$ cat config.mk
export PLATFORM = sky130hd
export DESIGN_NAME = seg7_scan_display
export DESIGN_NICKNAME = d
export VERILOG_FILES = /design/src/rtl/seg7_scan_display.sv
export SDC_FILE = /design/constraint.sdc
export NUM_CORES = 1
export LEC_CHECK = 0
export CORE_MARGIN = 5
export CORE_UTILIZATION = 25
export CTS_CLUSTER_DIAMETER = 60
export DETAILED_ROUTE_END_ITERATION = 12
export PLACE_DENSITY = 0.48
export REMOVE_ABC_BUFFERS = 1
export SYNTH_ARGS = -nofsm -noshare
export SYNTH_HDL_FRONTEND = slang
export SYNTH_SLANG_ARGS = --single-unit
$ cat constraint.sdc
create_clock -name clk_50M -period 7.11 [get_ports clk_50M]
set_clock_uncertainty 0.2 [all_clocks]
set_input_delay 1.0665 -clock clk_50M [delete_from_list [all_inputs] [get_ports clk_50M]]
set_output_delay 1.0665 -clock clk_50M [all_outputs]
set_load 0.01 [all_outputs]
$ cat src/rtl/seg7_scan_display.sv
// Four-digit hex scanner for a common-anode 7-segment bank.
// Guarded digit slots, frame-synchronous value updates.
module seg7_scan_display #(
  parameter int CLK_HZ    = 50_000_000,
  parameter int SCAN_HZ   = 1000,
  parameter int GUARD_CYC = 500
) (
  input  logic        clk_50M,
  input  logic        rst,
  input  logic        en,
  input  logic        load,
  input  logic [15:0] din,
  input  logic [3:0]  dp_in,
  input  logic        blank_lz,
  output logic [7:0]  duan_ma,
  output logic [3:0]  wei_ma,
  output logic        upd_pend,
  output logic        frame_tick
);

  localparam int DWELL = CLK_HZ / SCAN_HZ;
  localparam int CW = (DWELL > 1) ? $clog2(DWELL) : 1;
  localparam logic [CW-1:0] LAST = CW'(DWELL - 1);

  typedef enum logic {
    GUARD,
    SHOW
  } state_t;

  // With no guard interval every slot opens directly in SHOW.
  localparam state_t ST0 = (GUARD_CYC == 0) ? SHOW : GUARD;

  state_t        state;
  logic [CW-1:0] cnt;
  logic [1:0]    idx;
  logic [15:0]   shadow, active;
  logic [3:0]    shadow_dp, active_dp;

  logic [3:0] nib;
  logic       hi_zero;
  logic       dp_on;
  logic [6:0] code;
  logic [7:0] seg_nxt;
  logic       last_slot;
  logic       wrap;

  always_comb begin
    nib     = 4'h0;
    hi_zero = 1'b0;
    unique case (idx)
      2'd0: begin
        nib     = active[3:0];
        hi_zero = 1'b0;
      end
      2'd1: begin
        nib     = active[7:4];
        hi_zero = (active[15:4] == 12'h000);
      end
      2'd2: begin
        nib     = active[11:8];
        hi_zero = (active[15:8] == 8'h00);
      end
      2'd3: begin
        nib     = active[15:12];
        hi_zero = (active[15:12] == 4'h0);
      end
    endcase
  end

  always_comb begin
    code = 7'h7F;
    unique case (nib)
      4'h0: code = 7'h40;
      4'h1: code = 7'h79;
      4'h2: code = 7'h24;
      4'h3: code = 7'h30;
      4'h4: code = 7'h19;
      4'h5: code = 7'h12;
      4'h6: code = 7'h02;
      4'h7: code = 7'h78;
      4'h8: code = 7'h00;
      4'h9: code = 7'h10;
      4'hA: code = 7'h08;
      4'hB: code = 7'h03;
      4'hC: code = 7'h46;
      4'hD: code = 7'h21;
      4'hE: code = 7'h06;
      4'hF: code = 7'h0E;
    endcase
  end

  always_comb begin
    dp_on   = active_dp[idx];
    seg_nxt = {~dp_on, (blank_lz && hi_zero) ? 7'h7F : code};
  end

  assign last_slot = (cnt == LAST);
  assign wrap      = en && last_slot && (idx == 2'd3);

  always_ff @(posedge clk_50M or posedge rst) begin
    if (rst) begin
      state      <= ST0;
      cnt        <= '0;
      idx        <= 2'd0;
      shadow     <= 16'h0000;
      shadow_dp  <= 4'h0;
      active     <= 16'h0000;
      active_dp  <= 4'h0;
      upd_pend   <= 1'b0;
      frame_tick <= 1'b0;
      duan_ma    <= 8'hFF;
      wei_ma     <= 4'hF;
    end else begin
      frame_tick <= wrap;
      if (load) begin
        shadow    <= din;
        shadow_dp <= dp_in;
        upd_pend  <= 1'b1;
      end
      // Wrap is the only point the shown value may change.
      if (wrap) begin
        if (load) begin
          active    <= din;
          active_dp <= dp_in;
          upd_pend  <= 1'b0;
        end else if (upd_pend) begin
          active    <= shadow;
          active_dp <= shadow_dp;
          upd_pend  <= 1'b0;
        end
      end
      if (!en) begin
        state   <= ST0;
        cnt     <= '0;
        idx     <= 2'd0;
        duan_ma <= 8'hFF;
        wei_ma  <= 4'hF;
      end else begin
        if (state == SHOW) begin
          duan_ma <= seg_nxt;
          wei_ma  <= ~(4'b0001 << idx);
        end else begin
          duan_ma <= 8'hFF;
          wei_ma  <= 4'hF;
        end
        if (last_slot) begin
          cnt   <= '0;
          idx   <= idx + 2'd1;
          state <= ST0;
        end else begin
          cnt   <= cnt + 1'b1;
          state <= ((int'(cnt) + 1) < GUARD_CYC) ? GUARD : SHOW;
        end
      end
    end
  end

endmodule

; ---- Word-level counts from Yosys, hierarchy flattened
; Memories as Yosys holds them, arrays and structs flattened.
; Cells that the tools add are included.
[totals]
ramBits = 0
input_bits = 25
reg_bits = 73
latchBits = 0
rom_bits = 112
output_inout_bits = 14
n_memories = 1
[mem_list]
columns = name, depth, word_bits, rd, rd_clocked_by_memory_dff, write_ports, line_no
row1 = (no name shown), 16, 7, 1, 0, 0, 72  ; unique case (nib)
[op_classes]
shifts = 1
bitwise_logic = 2
n_lt_le_gt_ge = 2
mux = 24
div = 0
eq_ne = 5
add_sub_neg = 3
mul = 0
n_reduce_logical = 9
[ops]
columns = cell, n
row1 = 16-bit two-way mux, 4
row2 = 16-bit by 1-bit adder with 17-bit output (second input constant), 1
row3 = 17-bit by 9-bit < comparator with 1-bit output (second input constant), 1
row4 = 16-bit by 1-bit adder with 16-bit output (second input constant), 1
row5 = 16-bit == test (second input constant), 1
row6 = 4-bit two-way mux, 4
row7 = 8-bit two-way mux, 2
row8 = 4-bit one-hot mux with 4 select lines, 1
row9 = 12-bit zero test, 1
row10 = 8-bit zero test, 1
row11 = 1-bit two-way mux, 8
row12 = 7-bit two-way mux, 1
row13 = 2-bit == test (second input constant), 2
row14 = 4-bit zero test, 1
row15 = 2-bit two-way mux, 2
row16 = 4-bit NOT, 1
row17 = 1-bit one-hot mux with 4 select lines, 1
row18 = 1-bit by 2-bit << shifter with 4-bit output (first input constant), 1
row19 = 1-bit logical AND, 3
row20 = 2-bit by 3-bit < comparator with 1-bit output (second input constant), 1
row21 = 2-bit by 1-bit adder with 2-bit output (second input constant), 1
row22 = 1-bit binary-select mux with 2-bit select, 1
row23 = 2-bit by 1-bit == test with 1-bit output (second input constant), 1
row24 = 2-bit zero test, 1
row25 = 4 further kinds, 4

; ---- Logic depth before layout (Yosys ltp)
; Gate-level depths: netlist of the first run.
[depth]
word_depth = 6
depth_mapped = 10

; ---- Worst setup path after synthesis of the first run
; Ideal clock, no wire load.
[synth_path]
kind = flip-flop to flip-flop
startpoint = register cnt[0]
endpoint = register active[0]
stages_incl_launch_ff = 9
required_ns = 6.783
setup_time_ns = 0.127
path_buffers = 1
path_slack_ns = 4.557
arrival_time_ns = 2.226
path_cell_list = dfrtp_1 ha_1 nand3_2 or4_4 nor3_4 and3_1 and2b_2 buf_6 mux2_1
[synth_between]
elab_chain_len = 4
[synth_lines]
columns = item, line_no
row1 = from (decl), 34  ; logic [CW-1:0] cnt;
row2 = from (signal assigned), 151  ; cnt <= cnt + 1'b1;
row3 = 16-bit == test, 97  ; assign last_slot = (cnt == LAST);
row4 = 1-bit logical AND (2 in a row), 98  ; assign wrap = en && last_slot && (idx == 2'd3);
row5 = via wrap, 45  ; logic wrap;
row6 = 2-bit AND reduction (no line), --
row7 = to (signal assigned), 123  ; active <= din;
row8 = to (signal assigned), 127  ; active <= shadow;
row9 = to (decl), 36  ; logic [15:0] shadow, active;
; The timed path passes the listed nets, and every way through them passes these cells.
; A chain may end at the register's enable or synchronous reset.

; ---- Final worst setup path of the first run
[layout_path]
startpoint = input load
endpoint = register active[8]
[layout_between]
elab_chain_len = 2
word_cells_on_any_way = 3
[layout_lines]
columns = item, line_no
row1 = from (decl), 11  ; input logic load,
row2 = 2-bit nonzero test (no line), --
row3 = 2-bit AND reduction (no line), --
; Parallel ways exist; a longest one is shown, timed or not.

==> key figures, run 1 <==
CTS
  • Post-CTS Repair Setup Buffers: 0
  • Clk sinks: 73
  • TritonCTS Buffers: 9
  • Insertion delay of the later-clocked pin in the worst-skew pair: about 330 ps
  • Clock Root Buffer: sky130_fd_sc_hd__clkbuf_16
  • Hold buffer count at CTS: 0
  • Clock tree from TritonCTS: built
  • Maximum count of clock buffers along a single path: 2
  • Depth of the CTS H-tree: 3
  • PostCTS Resize Cnt: 0
  • CTS clk-pin slew, worst paths: 60 ps

Detailed routing
  • Via-to-Cell Ratio: 4.30
  • Residual DRC count: 0
  • Number of optimization iterations in the first detailed-route pass: 4
  • Sum of routed wire length over all layers: roughly 6700 µm
  • Final routed wire length divided by cell count: between 10 and 15 µm
  • Via count: 2154
  • Final antenna-violating net count: 0
  • Detailed router's first-iteration violation count: 167

Timing
  • Crit share post-route: 46.5%
  • Number of slew-limit violations in the final report: 0
  • Maximum clock frequency: 302 MHz
  • Count of final setup violators: 0
  • Transition time of the tightest slew-check pin: 1050 ps
  • Setup TNS: 0 ps
  • Endpoints failing hold: 0
  • Max-slew headroom at the worst pin: 30.0%
  • RSZ-0062 raised after global routing: no
  • Post-layout minimum cycle time: 3310 ps

Layout
  • Final-stage net count: 356
  • Area Growth Syn to Fin: 26.1%
  • Fraction of final layout cells sized beyond drive strength 1: 17.5%
  • Antenna diodes: 0
  • Number of non-filler instances in the completed layout: 501

Yosys
  • Syn Std Cell Area: 3370 µm²
  • Cell count after synthesis: 280
  • Synth Register Bits: 73
  • Post-synth cell types: 50
  • Avg Inst Size Synth: 12.0 µm²
  • Post-synthesis sequential area ratio: ~55%
  • Fraction of synthesis flops using an asynchronous set or reset pin: 100%
  • Yosys warning count: 0
  • EDFF count, synth: 0
  • Prevailing post-synth register cell: sky130_fd_sc_hd__dfrtp_1

Critical path
  • Worst Reg2Reg Path Length in Cells: 7
  • CP Class: primary input to flop
  • Top fanout value on the critical path: 21
  • Startpoint types: primary input
  • Data arrival, critical path: 3310 ps
  • Register-to-register setup slack: a little over 4000 ps
  • CP max stage delay: 1160 ps
  • Startpoint of the worst-slack reg-to-reg timing path: cnt[0]
  • Sort of element at the end of the critical path: flop
  • End of the worst register-to-register path: active[8]
  • Sequence of cells on the critical path: clkdlybuf4s50_1 -> nor2_1 -> and2b_2 -> mux2_1
  • Dominant delay contributor by cell family on the critical path: buffers and inverters
  • Buf/Inv on CP: 1
  • Master of the slowest instance on the critical path: sky130_fd_sc_hd__clkdlybuf4s50_1
  • CP required: about 7000 ps

Floorplanning
  • Die Height: 126 µm
  • Number of cell rows: 42
  • Overall die width: 126 µm
  • Initial cell density of the core: 25.5%
  • Total die area: roughly 16000 µm²
  • I/O pin cnt: 39
  • Placeable core region: 13200 µm²

Pwr
  • Worst ir drop on vdd: roughly 0.15 mV
  • Cell leakage power: approximately 1.8 nW
  • Power per Cell Area: 228 nW/µm²
  • Overall power after layout: just under 1 mW

Job
  • Number of violations of the max-capacitance limit: 0

Run status
  • Run status: finished clean

GRT
  • Wire length of the first global-routing pass: between 10000 and 15000 µm
  • Pin count of the biggest net entering global routing: 74
  • GRT Residual Overflow: 0
  • Antenna violations before repair: 0
  • Via count of the first global-routing pass: around 2300
  • GRT Overall Usage: 9.08%

Placed design
  • # port buffers: 38
  • HPWL reported at the end of detailed placement: between 4000 and 5000 µm
  • Final weighted congestion in routability-driven placement: 0.724
  • Placed Cells: 485

Hold path
  • End point of the most critical hold path: active_dp[2]
  • Worst hold start: active_dp[2]
  • Hold-critical path depth: 1
  • Min-Delay Path Class: flop to flop
report_power, final:
| part | internal, mW | switching, mW | total, mW | leakage [nW] |
|---|---|---|---|---|
| Combinational | 0.0243 | 0.0213 | 0.0456 | 0.730 |
| Sequential | 0.428 | 0.00410 | 0.432 | 0.925 |
| Clock | 0.310 | 0.183 | 0.492 | 0.149 |
final cells by class:
| cell class | count | area (µm²) |
|---|---|---|
| Fill cell | 1362 | 8990 |
| Inverter | 9 | 33.8 |
| Sequential cell | 73 | 1840 |
| Clock inverter | 7 | 100 |
| Timing Repair Buffer | 39 | 388 |
| Tap cell | 176 | 220 |
| Multi-Input combinational cell | 188 | 1440 |
| Clock buffer | 9 | 225 |
flip-flops by register name (all words and copies together) (netlist names), 2 cells and up:
signal,flops
active,16
cnt,16
shadow,16
duan_ma,8
active_dp,4
shadow_dp,4
wei_ma,4
idx,2
metal layers:
metal	global-route usage, %	wire [µm]	vias up
met5	0	0	-
met4	2.84	77	0
met3	2.84	230	7
met2	14.1	3100	28
met1	12.1	3260	1052
li1	-	-	1067
worst max-delay path by stage:
stage               start         to  slack (ps)  depth (start not counted)
CTS                  load  active[3]        3730                          4
finish               load  active[8]        3800                          4
detailed placement   load  active[3]        3400                          4
global route         load  active[3]        3620                          4
global placement     load  active[0]        3460                          4
floorplan             rst  active[0]        4010                          1
Yosys cell counts, types with 3 or more instances:
cell | instances | area, µm²
sky130_fd_sc_hd__a21oi_1 | 5 | 25.0
sky130_fd_sc_hd__a222oi_1 | 3 | 30.0
sky130_fd_sc_hd__and2_1 | 5 | 31.3
sky130_fd_sc_hd__and3_1 | 3 | 18.8
sky130_fd_sc_hd__clkbuf_1 | 7 | 26.3
sky130_fd_sc_hd__dfrtp_1 | 61 | 1530
sky130_fd_sc_hd__dfstp_2 | 12 | 315
sky130_fd_sc_hd__ha_1 | 11 | 138
sky130_fd_sc_hd__inv_1 | 8 | 30.0
sky130_fd_sc_hd__mux2_1 | 21 | 236
sky130_fd_sc_hd__mux2_2 | 20 | 225
sky130_fd_sc_hd__mux2i_1 | 4 | 40.0
sky130_fd_sc_hd__nand2_1 | 19 | 71.3
sky130_fd_sc_hd__nand3_1 | 10 | 50.1
sky130_fd_sc_hd__nor2_1 | 26 | 97.6
sky130_fd_sc_hd__nor3_1 | 3 | 15.0
sky130_fd_sc_hd__nor4_1 | 5 | 31.3
sky130_fd_sc_hd__o211ai_1 | 3 | 22.5
sky130_fd_sc_hd__o21ai_0 | 3 | 15.0
sky130_fd_sc_hd__xnor2_1 | 7 | 61.3
sky130_fd_sc_hd__xor2_1 | 8 | 70.1
worst register-to-register path: cells and delay by family, from the launching register on:
kind | cells | cell delay, ps
DFF | 1 | 400
adders and majority gates | 1 | 250
muxes | 1 | 380
and+or+nand+nor | 5 | 1620
metrics by stage:
step           util [%]  hold slack (ps)  setup slack (ps)  instance area [µm²]
6_report           32.1              280              3800                 4250
5_1_grt            32.1              305              3620                 4250
3_5_place_dp       29.6              274              3400                 3930
3_3_place_gp       29.6              266              3460                 3930
2_1_floorplan         -              252              4010                 3320
4_1_cts            32.1              288              3730                 4250
cell usage in the layout (no fill, tap or decap), types with 2 or more instances in the layout:
master / count
sky130_fd_sc_hd__nand2_1: 19
sky130_fd_sc_hd__nor2_1: 26
sky130_fd_sc_hd__inv_6: 2
sky130_fd_sc_hd__nand2b_1: 2
sky130_fd_sc_hd__o22ai_1: 2
sky130_fd_sc_hd__xnor2_1: 7
sky130_fd_sc_hd__a222oi_1: 3
sky130_fd_sc_hd__nor2b_1: 2
sky130_fd_sc_hd__clkbuf_16: 9
sky130_fd_sc_hd__and3_1: 3
sky130_fd_sc_hd__o221ai_1: 2
sky130_fd_sc_hd__o21ai_0: 3
sky130_fd_sc_hd__ha_1: 11
sky130_fd_sc_hd__nand3_1: 10
sky130_fd_sc_hd__mux2_2: 20
sky130_fd_sc_hd__or4_1: 2
sky130_fd_sc_hd__o21ai_1: 2
sky130_fd_sc_hd__xor2_1: 8
sky130_fd_sc_hd__clkinvlp_4: 3
sky130_fd_sc_hd__dfrtp_1: 61
sky130_fd_sc_hd__inv_1: 7
sky130_fd_sc_hd__mux2i_1: 4
sky130_fd_sc_hd__clkdlybuf4s50_1: 38
sky130_fd_sc_hd__nor3_1: 3
sky130_fd_sc_hd__and2_1: 5
sky130_fd_sc_hd__mux2_1: 21
sky130_fd_sc_hd__o211ai_1: 3
sky130_fd_sc_hd__nor4_1: 5
sky130_fd_sc_hd__bufinv_16: 2
sky130_fd_sc_hd__dfstp_2: 12
sky130_fd_sc_hd__a21oi_1: 5
cell families after synthesis:
family                     count (synthesis)  synth area share (%)
muxes                                     46                  15.6
and+or+nand+nor                           89                  13.6
adders and majority gates                 11                  4.08
AOI/OAI and AO/OA                         27                  5.64
DFF                                       73                  54.6
buffers and inverters                     19                  2.60
xor gates and xnor gates                  15                  3.90
No activity file was read; power rests on OpenSTA's default activity.
==> inputs of run 2 (changes only) <==
clock period = 3.3 ns   (was 7.11 ns; I/O delays follow)
==> run 2 against run 1 <==
First-iteration DRC count shrank 23%. Sequential share of layout area shrank 0.62 points. Die area is the same. Clock power grew 140%. Core utilization grew 0.46 points. Setup slack lost 3400 ps. Routed wire length grew 1.9%. Cell area grew 1.4%. Global-route usage grew 0.067 points. Cell count grew 0.60%. Sequential power grew 120%. Register-to-register slack lost 3800 ps.
==> key figures, run 2 (synthesized netlist as in run 1, its figures left out) <==
Timing
  • Maximum clock frequency: 342 MHz
  • Post-layout worst setup margin: approximately 370 ps
  • Count of final setup violators: 0
  • Post-layout minimum cycle time: 2930 ps
  • Crit share post-route: 88.6%
  • Max-slew headroom at the worst pin: 42.4%
  • Setup TNS: 0 ps
  • Transition time of the tightest slew-check pin: 864 ps
  • Endpoints failing hold: 0
  • Number of slew-limit violations in the final report: 0
  • Hold slack final: 277 ps
  • RSZ-0062 raised after global routing: no

Layout
  • Most frequent standard cell in the layout excluding fill and tap cells: sky130_fd_sc_hd__dfrtp_1
  • Area used by multi-input combinational logic: 1440 µm²
  • Antenna diodes: 0
  • Sequential cell area: 1840 µm²
  • Commonest non-fill, non-tap cells in the layout: 61 x sky130_fd_sc_hd__dfrtp_1, 38 x sky130_fd_sc_hd__clkdlybuf4s50_1, 26 x sky130_fd_sc_hd__nor2_1
  • Fraction of final layout cells sized beyond drive strength 1: 18.3%
  • Final-stage net count: 359
  • Registers with the most flip-flops: active: 16 flops, cnt: 16 flops, shadow: 16 flops
  • Area Growth Syn to Fin: 27.9%
  • Count of filler cells inserted in the layout: 1327

Pwr
  • Cell leakage power: between 1.5 and 2 nW
  • Overall power after layout: 2.19 mW
  • Worst ir drop on vdd: 0.342 mV
  • Power per Cell Area: 508 nW/µm²

Critical path
  • Startpoint types: flop
  • CP Class: flop to flop
  • Master of the slowest instance on the critical path: sky130_fd_sc_hd__and2b_2
  • Sequence of cells on the critical path: ha_1 -> nand3_2 -> or4_4 -> nor3_4 -> and3_1 -> and2b_2 -> mux2_1
  • Buf/Inv on CP: 0
  • Sort of element at the end of the critical path: flop
  • CP max stage delay: 480 ps
  • Dominant delay contributor by cell family on the critical path: simple AND/OR/NAND/NOR gates
  • Top fanout value on the critical path: 20
  • Data arrival, critical path: 2930 ps
  • CP required: ~3300 ps
  • Register-to-register setup slack: 370 ps

GRT
  • Via count of the first global-routing pass: 2260
  • GRT Overall Usage: under 10%
  • Wire length of the first global-routing pass: 11500 µm
  • Pin count of the biggest net entering global routing: 31
  • GRT Residual Overflow: 0
  • Antenna violations before repair: 0

Floorplanning
  • Total die area: 15900 µm²
  • I/O pin cnt: 39
  • Placeable core region: 13200 µm²
  • Number of cell rows: 42
  • Initial cell density of the core: 25.5%
  • Overall die width: around 130 µm
  • Die Height: 126 µm

Detailed routing
  • Via count: ~2200
  • Residual DRC count: 0
  • Met3 WL post-DR: about 290 µm
  • Sum of met2 wire segment lengths after detailed routing: 3230 µm
  • Highest Signal Layer: met4
  • Number of optimization iterations in the first detailed-route pass: 5
  • Detailed router's first-iteration violation count: between 100 and 150
  • Sum of routed wire length over all layers: 6800 µm
  • Via-to-Cell Ratio: about 4.3
  • Sum of routed wire segments on met1: 3160 µm
  • Final routed wire length divided by cell count: 13.5 µm
  • Final antenna-violating net count: 0

Placed design
  • HPWL reported at the end of detailed placement: 4850 µm
  • Setup WS pre-CTS: 357 ps
  • Final weighted congestion in routability-driven placement: 0.733
  • # port buffers: 38

CTS
  • CTS clk-pin slew, worst paths: roughly 60 ps
  • Clock Root Buffer: sky130_fd_sc_hd__clkbuf_16
  • TritonCTS Buffers: 9
  • Depth of the CTS H-tree: 3
  • Insertion delay of the later-clocked pin in the worst-skew pair: 330 ps
  • Maximum count of clock buffers along a single path: 2
  • Hold buffer count at CTS: 0
  • Post-CTS Repair Setup Buffers: 0
  • Clock tree from TritonCTS: built
  • PostCTS Resize Cnt: 0
  • Clk sinks: 73

Run status
  • Run status: finished clean

Job
  • Number of violations of the max-capacitance limit: 0

Hold path
  • Min-Delay Path Class: flop to flop
[run 2: cell count changes in the layout (fill, tap and decap cells not counted), sizes merged]
cell	before	now
buf	1	4
clkbuf	9	12
clkinvlp	3	1
inv	10	8
bufinv	2	3
[run 2: report_power, final]
| group | switching [mW] | total (mW) | internal (mW) |
|---|---|---|---|
| registers | 0.00879 | 0.932 | 0.923 |
| logic | 0.0467 | 0.101 | 0.0543 |
| clock network | 0.359 | 1.16 | 0.800 |
[run 2: final timing paths]
path / depth (start not counted) / startpoint / endpoint
min in group asynchronous: 2 / rst / cnt[12]
max in group asynchronous: 3 / rst / wei_ma[0]
setup reg to reg: 7 / cnt[0] / active[5]
hold / removal: 1 / active_dp[2] / active_dp[2]
setup / recovery: 7 / cnt[0] / active[5]
hold reg to reg: 1 / active_dp[2] / active_dp[2]
[run 2: final cells by class]
cell class | count | share of cell area (%)
Tap cell | 176 | 5.11
Sequential cell | 73 | 42.7
Clock inverter | 4 | 2.26
Multi-Input combinational cell | 188 | 33.4
Inverter | 9 | 0.784
Clock buffer | 12 | 6.18
Timing Repair Buffer | 42 | 9.52
[run 2: metal layers]
metal / vias up / GRT usage [%]
met5: - / 0
met4: 0 / 3.60
met3: 9 / 3.05
met2: 36 / 14.5
met1: 1069 / 11.5
li1: 1073 / -
[run 2: worst reg2reg max path, cell delays in order (launching register included)]
cell                      delay, ps
sky130_fd_sc_hd__dfrtp_1        400
sky130_fd_sc_hd__ha_1           250
sky130_fd_sc_hd__nand3_2        160
sky130_fd_sc_hd__or4_4          460
sky130_fd_sc_hd__nor3_4         250
sky130_fd_sc_hd__and3_1         230
sky130_fd_sc_hd__and2b_2        480
sky130_fd_sc_hd__mux2_1         380
[run 2: metrics by stage]
stage / cells / instance area, µm² / utilization, %
global placement: 488 / 3950 / 29.8
global route: 504 / 4310 / 32.6
detailed placement: 488 / 3950 / 29.8
floorplan: 270 / 3320 / -
finish: 504 / 4310 / 32.6
CTS: 504 / 4310 / 32.6
==> inputs of run 3 (changes only) <==
CTS_CLUSTER_DIAMETER = not set   (was 60)
SLEW_MARGIN = 20   (was not set)
==> results of run 3 <==
Same layout as run 2: the final DEF is identical, and so are final timing and power.
==> edit 1 (flow settings as in run 3) <==
Register the inputs `en`, `load`, `din`, `dp_in` and `blank_lz` before use. The logic sees them one clock later.
--- a/src/rtl/seg7_scan_display.sv
+++ b/src/rtl/seg7_scan_display.sv
@@ -29,6 +29,20 @@
 
   // With no guard interval every slot opens directly in SHOW.
   localparam state_t ST0 = (GUARD_CYC == 0) ? SHOW : GUARD;
+
+  logic en_q;
+  logic load_q;
+  logic [15:0] din_q;
+  logic [3:0] dp_q;
+  logic blank_lz_q;
+
+  always_ff @(posedge clk_50M) begin
+    en_q       <= en;
+    load_q     <= load;
+    din_q      <= din;
+    dp_q       <= dp_in;
+    blank_lz_q <= blank_lz;
+  end
 
   state_t        state;
   logic [CW-1:0] cnt;
@@ -91,11 +105,11 @@
 
   always_comb begin
     dp_on   = active_dp[idx];
-    seg_nxt = {~dp_on, (blank_lz && hi_zero) ? 7'h7F : code};
+    seg_nxt = {~dp_on, (blank_lz_q && hi_zero) ? 7'h7F : code};
   end
 
   assign last_slot = (cnt == LAST);
-  assign wrap      = en && last_slot && (idx == 2'd3);
+  assign wrap      = en_q && last_slot && (idx == 2'd3);
 
   always_ff @(posedge clk_50M or posedge rst) begin
     if (rst) begin
@@ -112,16 +126,16 @@
       wei_ma     <= 4'hF;
     end else begin
       frame_tick <= wrap;
-      if (load) begin
-        shadow    <= din;
-        shadow_dp <= dp_in;
+      if (load_q) begin
+        shadow    <= din_q;
+        shadow_dp <= dp_q;
         upd_pend  <= 1'b1;
       end
       // Wrap is the only point the shown value may change.
       if (wrap) begin
-        if (load) begin
-          active    <= din;
-          active_dp <= dp_in;
+        if (load_q) begin
+          active    <= din_q;
+          active_dp <= dp_q;
           upd_pend  <= 1'b0;
         end else if (upd_pend) begin
           active    <= shadow;
@@ -129,7 +143,7 @@
           upd_pend  <= 1'b0;
         end
       end
-      if (!en) begin
+      if (!en_q) begin
         state   <= ST0;
         cnt     <= '0;
         idx     <= 2'd0;
Formal check against the unedited RTL: not equivalent (a bounded check fails within 4 cycles, from zero or initial values and one cycle with rst high).
==> edit 1 against run 3 <==
Power rose by 16%; synthesized cell count rose by 12%; non-clock buffer count did not move; clock power rose by 5%; synthesized area rose by 19%; sequential cell count rose by 23; cell count rose by 14%; largest cell class unchanged; final area rose by 16%; largest power group is now registers; utilization fell by 1.1 points; sequential power rose by 32%; worst setup slack improved by 0.27 ns; wire length rose by 16%.
==> edit 1: results (changes against run 3) <==
[finish]
final.fill_count=1581  ; +19%
fin_cells=574  ; +14%
fin_nets=389  ; +8.4%
final_layout_size_suffix_gt1_share_pct=22.9  ; +4.6 points
diodes=0  ; unchanged

[clocking]
htree_levels=3  ; unchanged
path_clk_slew_ns=0.07
numCtsBuffers=9  ; unchanged
insertion_delay_ns=0.35  ; +0.02 ns
cts_root_buf=clkbuf_16
clock_path_buffers=2  ; unchanged
post_cts_resized=0  ; unchanged
post-cts-setup-buffers=0  ; unchanged

[synth]
async_flop_share_pct=76.0  ; -24 points
synth_commonest_cells=dfrtp_1, nor2_1, dfxtp_1
synth_area_leaders=dfrtp_1, dfxtp_1, dfstp_2, mux2_4, mux2_2
synth.distinct_cells=54  ; +8.0%
ys.warnings.count=0  ; unchanged
syn_area_per_cell_um2=12.8  ; +6.4%
synth.yosys.seq_area_share_pct=57.3  ; +2.6 points

[detailed_routing]
drt_pass1_iterations=6  ; +1
drt-total-wl_um=7910  ; +16%
via_per_inst=4.35  ; +0.17%
first_iter_violations=163  ; +27%

[power]
ir_worst_vdd_v=0.000281  ; -18%
power_density_nw_per_um2=512  ; +0.70%
leakagePower_uw=0.00206  ; +12%
internal_power_uw=2020  ; +14%

[global_routing]
grt_pass1_vias=2634  ; +17%
grt_pass1_wl_um=13400  ; +16%
grt_start_max_net_pins=47  ; +52%
grt_overflow=0  ; unchanged
antenna_found_initial=0  ; unchanged
track_usage_pct=9.28  ; +0.14 points

[timing]
worst_pin_slew_ns=0.933  ; +0.0682 ns
report.final.slew_viol_count=0  ; unchanged

[critical_path]
critPathSlowestCell=dfrtp_1
crit_family=adder cells
crit_fanout=6  ; -70%
worstPathArrival_ns=2.69  ; -0.24 ns
max_stage_delay_ns=0.43  ; -0.05 ns

[hold_path]
hold_class=flop to flop

[status]
status=complete, no violations

[place]
dpl.cell_count=558  ; +14%
portBuffers=38  ; unchanged
finalWeightedCongestion=0.826  ; +13%
hpwl_um=5530  ; +14%
dpl_cell_area_um2=4630  ; +17%

## edit 1: stage by stage
stage	worst slack (ns)	total power, µW
2_1_floorplan	0.758	1300
3_3_place_gp	0.649	1360
3_5_place_dp	0.631	1360
4_1_cts	0.594	2590
5_1_grt	0.330	2660
6_report	0.643	2550
## edit 1: area by class of cell
type,instances,share of cell area (%)
sequential,96,46.2
multi-input combinational,190,31.8
timing repair buffer,42,8.49
tap,216,5.43
clock buffer,9,4.52
clock inverter,7,2.51
inverter,14,1.06
## edit 1: power groups by stage
stage	sequential [µW]	combinational (µW)	clock, µW
finish	1230	99.1	1220
global route	1240	112	1310
CTS	1230	103	1260
detailed placement	1260	102	0
global placement	1260	100	0
floorplan	1250	52.9	0
## edit 1: worst paths after layout
kind	startpoint	to	slack, ns	depth (start not counted)
max reg2reg	idx[0]	duan_ma[1]	0.64	8
min reg2reg	din_q[3]	shadow[3]	0.28	1
max	idx[0]	duan_ma[1]	0.64	8
max in group asynchronous	rst	duan_ma[7]	1.84	3
min	din_q[3]	shadow[3]	0.28	1
min in group asynchronous	rst	active[0]	0.35	2
## edit 1: logic make-up (layout without fill, tap and decap cells)
| group | count (synthesis) | count (layout) | share of synthesized area, % |
|---|---|---|---|
| XOR/XNOR | 15 | 15 | 3.27 |
| adder cells (fa/ha/maj) | 11 | 11 | 3.42 |
| multiplexers | 46 | 46 | 14.9 |
| buffers and inverters | 28 | 72 | 3.36 |
| AO/OA/AOI/OAI | 30 | 30 | 5.67 |
| AND/OR/NAND/NOR | 88 | 88 | 12.1 |
| flip-flops | 96 | 96 | 57.3 |
## edit 1: metal layers
layer	wire (µm)	track usage, %	up-vias
met3	470	3.79	11
li1	-	-	1194
met2	3710	14.4	51
met5	0	0	-
met1	3620	11.6	1239
met4	112	3.44	0
## edit 1: worst reg2reg max path, stage by stage (launching register included)
cell and delay (ns):
dfrtp_1 0.43, inv_1 0.16, ha_1 0.29, a222oi_1 0.16, mux2i_1 0.37, inv_1 0.16, ha_1 0.31, nor2_1 0.06
o311ai_0 0.41
==> edit 2 (flow settings as in run 3) <==
Made on the original files. Change the parameter `GUARD_CYC` from 500 to 250.
--- a/src/rtl/seg7_scan_display.sv
+++ b/src/rtl/seg7_scan_display.sv
@@ -3,7 +3,7 @@
 module seg7_scan_display #(
   parameter int CLK_HZ    = 50_000_000,
   parameter int SCAN_HZ   = 1000,
-  parameter int GUARD_CYC = 500
+  parameter int GUARD_CYC = 250
 ) (
   input  logic        clk_50M,
   input  logic        rst,
Function: no difference found for any inputs over 10 cycles, from zero or initial values and one cycle with rst high; that may be too few to reach the edited logic, so the function may still have changed.
==> edit 2 against run 3 <==
Final area increased by 2.4%; synthesized cell count decreased by 1.1%; synthesized area increased by 3.4%; wire length increased by 4.2%; power decreased by 1.5%; global-route usage increased by 0.31 points; worst setup slack improved by 0.37 ns; sequential cell count unchanged; critical path type unchanged; critical endpoint is now duan_ma[3].
==> edit 2: results (changes against run 3) <==
[power]
leakagePower_uw=0.00190  ; +3.1%
ir_worst_vdd_v=0.000223  ; -35%

[place]
dp_slack_ns=0.750  ; +0.393 ns
hpwl_um=5080  ; +4.7%
portBuffers=38  ; unchanged
finalWeightedCongestion=0.851  ; +16%

[clocking]
path_clk_slew_ns=0.06  ; about the same
numCtsBuffers=9  ; unchanged
post-cts-setup-buffers=0  ; unchanged
clock_path_buffers=2  ; unchanged
post_cts_resized=0  ; unchanged
htree_levels=3  ; unchanged
cts_root_buf=clkbuf_16
insertion_delay_ns=0.34

[global_routing]
grt_pass1_vias=2340  ; +3.5%
grt_pass1_wl_um=12200  ; +6.2%
grt_start_max_net_pins=31  ; unchanged
track_usage_pct=9.46  ; +0.31 points
antenna_found_initial=0  ; unchanged

[critical_path]
crit_fanout=6  ; -70%
worstPathArrival_ns=2.60  ; -0.33 ns
critPathCaptureType=flop
rr_worst_depth=8  ; +1

[synth]
synth.yosys.seq_area_share_pct=52.9  ; -1.8 points
async_flop_share_pct=100  ; unchanged
synth_commonest_cells=dfrtp_1, mux2_2, nor2_1
ys.warnings.count=0  ; unchanged
synth_area_leaders=dfrtp_1, dfstp_2, mux2_4, mux2_2, ha_1
synth.distinct_cells=41  ; -18%

[detailed_routing]
ant_nets=0  ; unchanged
drt_pass1_iterations=4  ; -1
via_per_inst=4.33  ; -0.21%
first_iter_violations=160  ; +25%
drt-total-wl_um=7080  ; +4.2%

[hold_path]
hold_class=primary input to async pin

[finish]
diodes=0  ; unchanged
final.fill_count=1410  ; +6.3%
fin_nets=357  ; -0.56%
final_layout_size_suffix_gt1_share_pct=25.2  ; +6.9 points
top_regs=active (16), cnt (16), shadow (16)

[status]
status=complete, no violations

[timing]
slew_headroom_pct=38.9  ; -3.4 points
tns_ns=0  ; unchanged

## edit 2: metal layers
| metal | vias up | part of all wire, % | GRT usage (%) |
|---|---|---|---|
| li1 | 1074 | - | - |
| met1 | 1060 | 47 | 12.1 |
| met2 | 44 | 46 | 14.4 |
| met3 | 13 | 5.0 | 3.50 |
| met4 | 0 | 1.9 | 3.93 |
| met5 | - | 0 | 0 |
## edit 2: cell families after synthesis
family	after synthesis	share of synthesized area [%]
compound gates	26	5.60
xor+xnor	15	3.77
fa+ha+maj	11	3.95
buf+inv	24	3.02
flops	73	52.9
mux	49	18.1
simple gates	79	12.7
## edit 2: report_power, final
part           leakage, µW  internal [µW]  switching [µW]
Clock             0.000163            742             380
Combinational     0.000812           56.5            49.7
Sequential        0.000925            923            8.58
## edit 2: critical path: stages (launching register included)
cell,delay (ns)
dfrtp_1,0.44
inv_1,0.14
ha_1,0.35
mux2i_1,0.45
inv_1,0.16
ha_1,0.28
nor2b_1,0.15
a211oi_1,0.18
o21ai_0,0.11
## edit 2: final timing paths
| kind | startpoint | endpoint | slack [ns] |
|---|---|---|---|
| setup / recovery | idx[0] | duan_ma[3] | 0.75 |
| hold / removal | rst | shadow[14] | 0.26 |
| setup reg to reg | idx[0] | duan_ma[3] | 0.75 |
| hold reg to reg | cnt[0] | cnt[0] | 0.29 |
| max in group asynchronous | rst | wei_ma[3] | 1.88 |
| min in group clk_50M | cnt[0] | cnt[0] | 0.29 |
## edit 2: area by class of cell
| type | instances | share of cell area, % |
|---|---|---|
| clock inverters | 6 | 2.61 |
| repair buffers | 42 | 9.29 |
| multi-input cells | 180 | 34.8 |
| inverters | 15 | 1.28 |
| well taps | 180 | 5.10 |
| flip-flops and latches | 73 | 41.7 |
| clock buffers | 10 | 5.19 |
## edit 2: metrics by stage
stage | area [µm²] | cells | hold WS, ns | power [µW]
finish | 4420 | 506 | 0.262 | 2160
global route | 4420 | 506 | 0.307 | 2240
CTS | 4420 | 506 | 0.278 | 2190
detailed placement | 4070 | 490 | 0.280 | 1060
global placement | 4070 | 490 | 0.285 | 1060
floorplan | 3440 | 268 | 0.255 | 1000
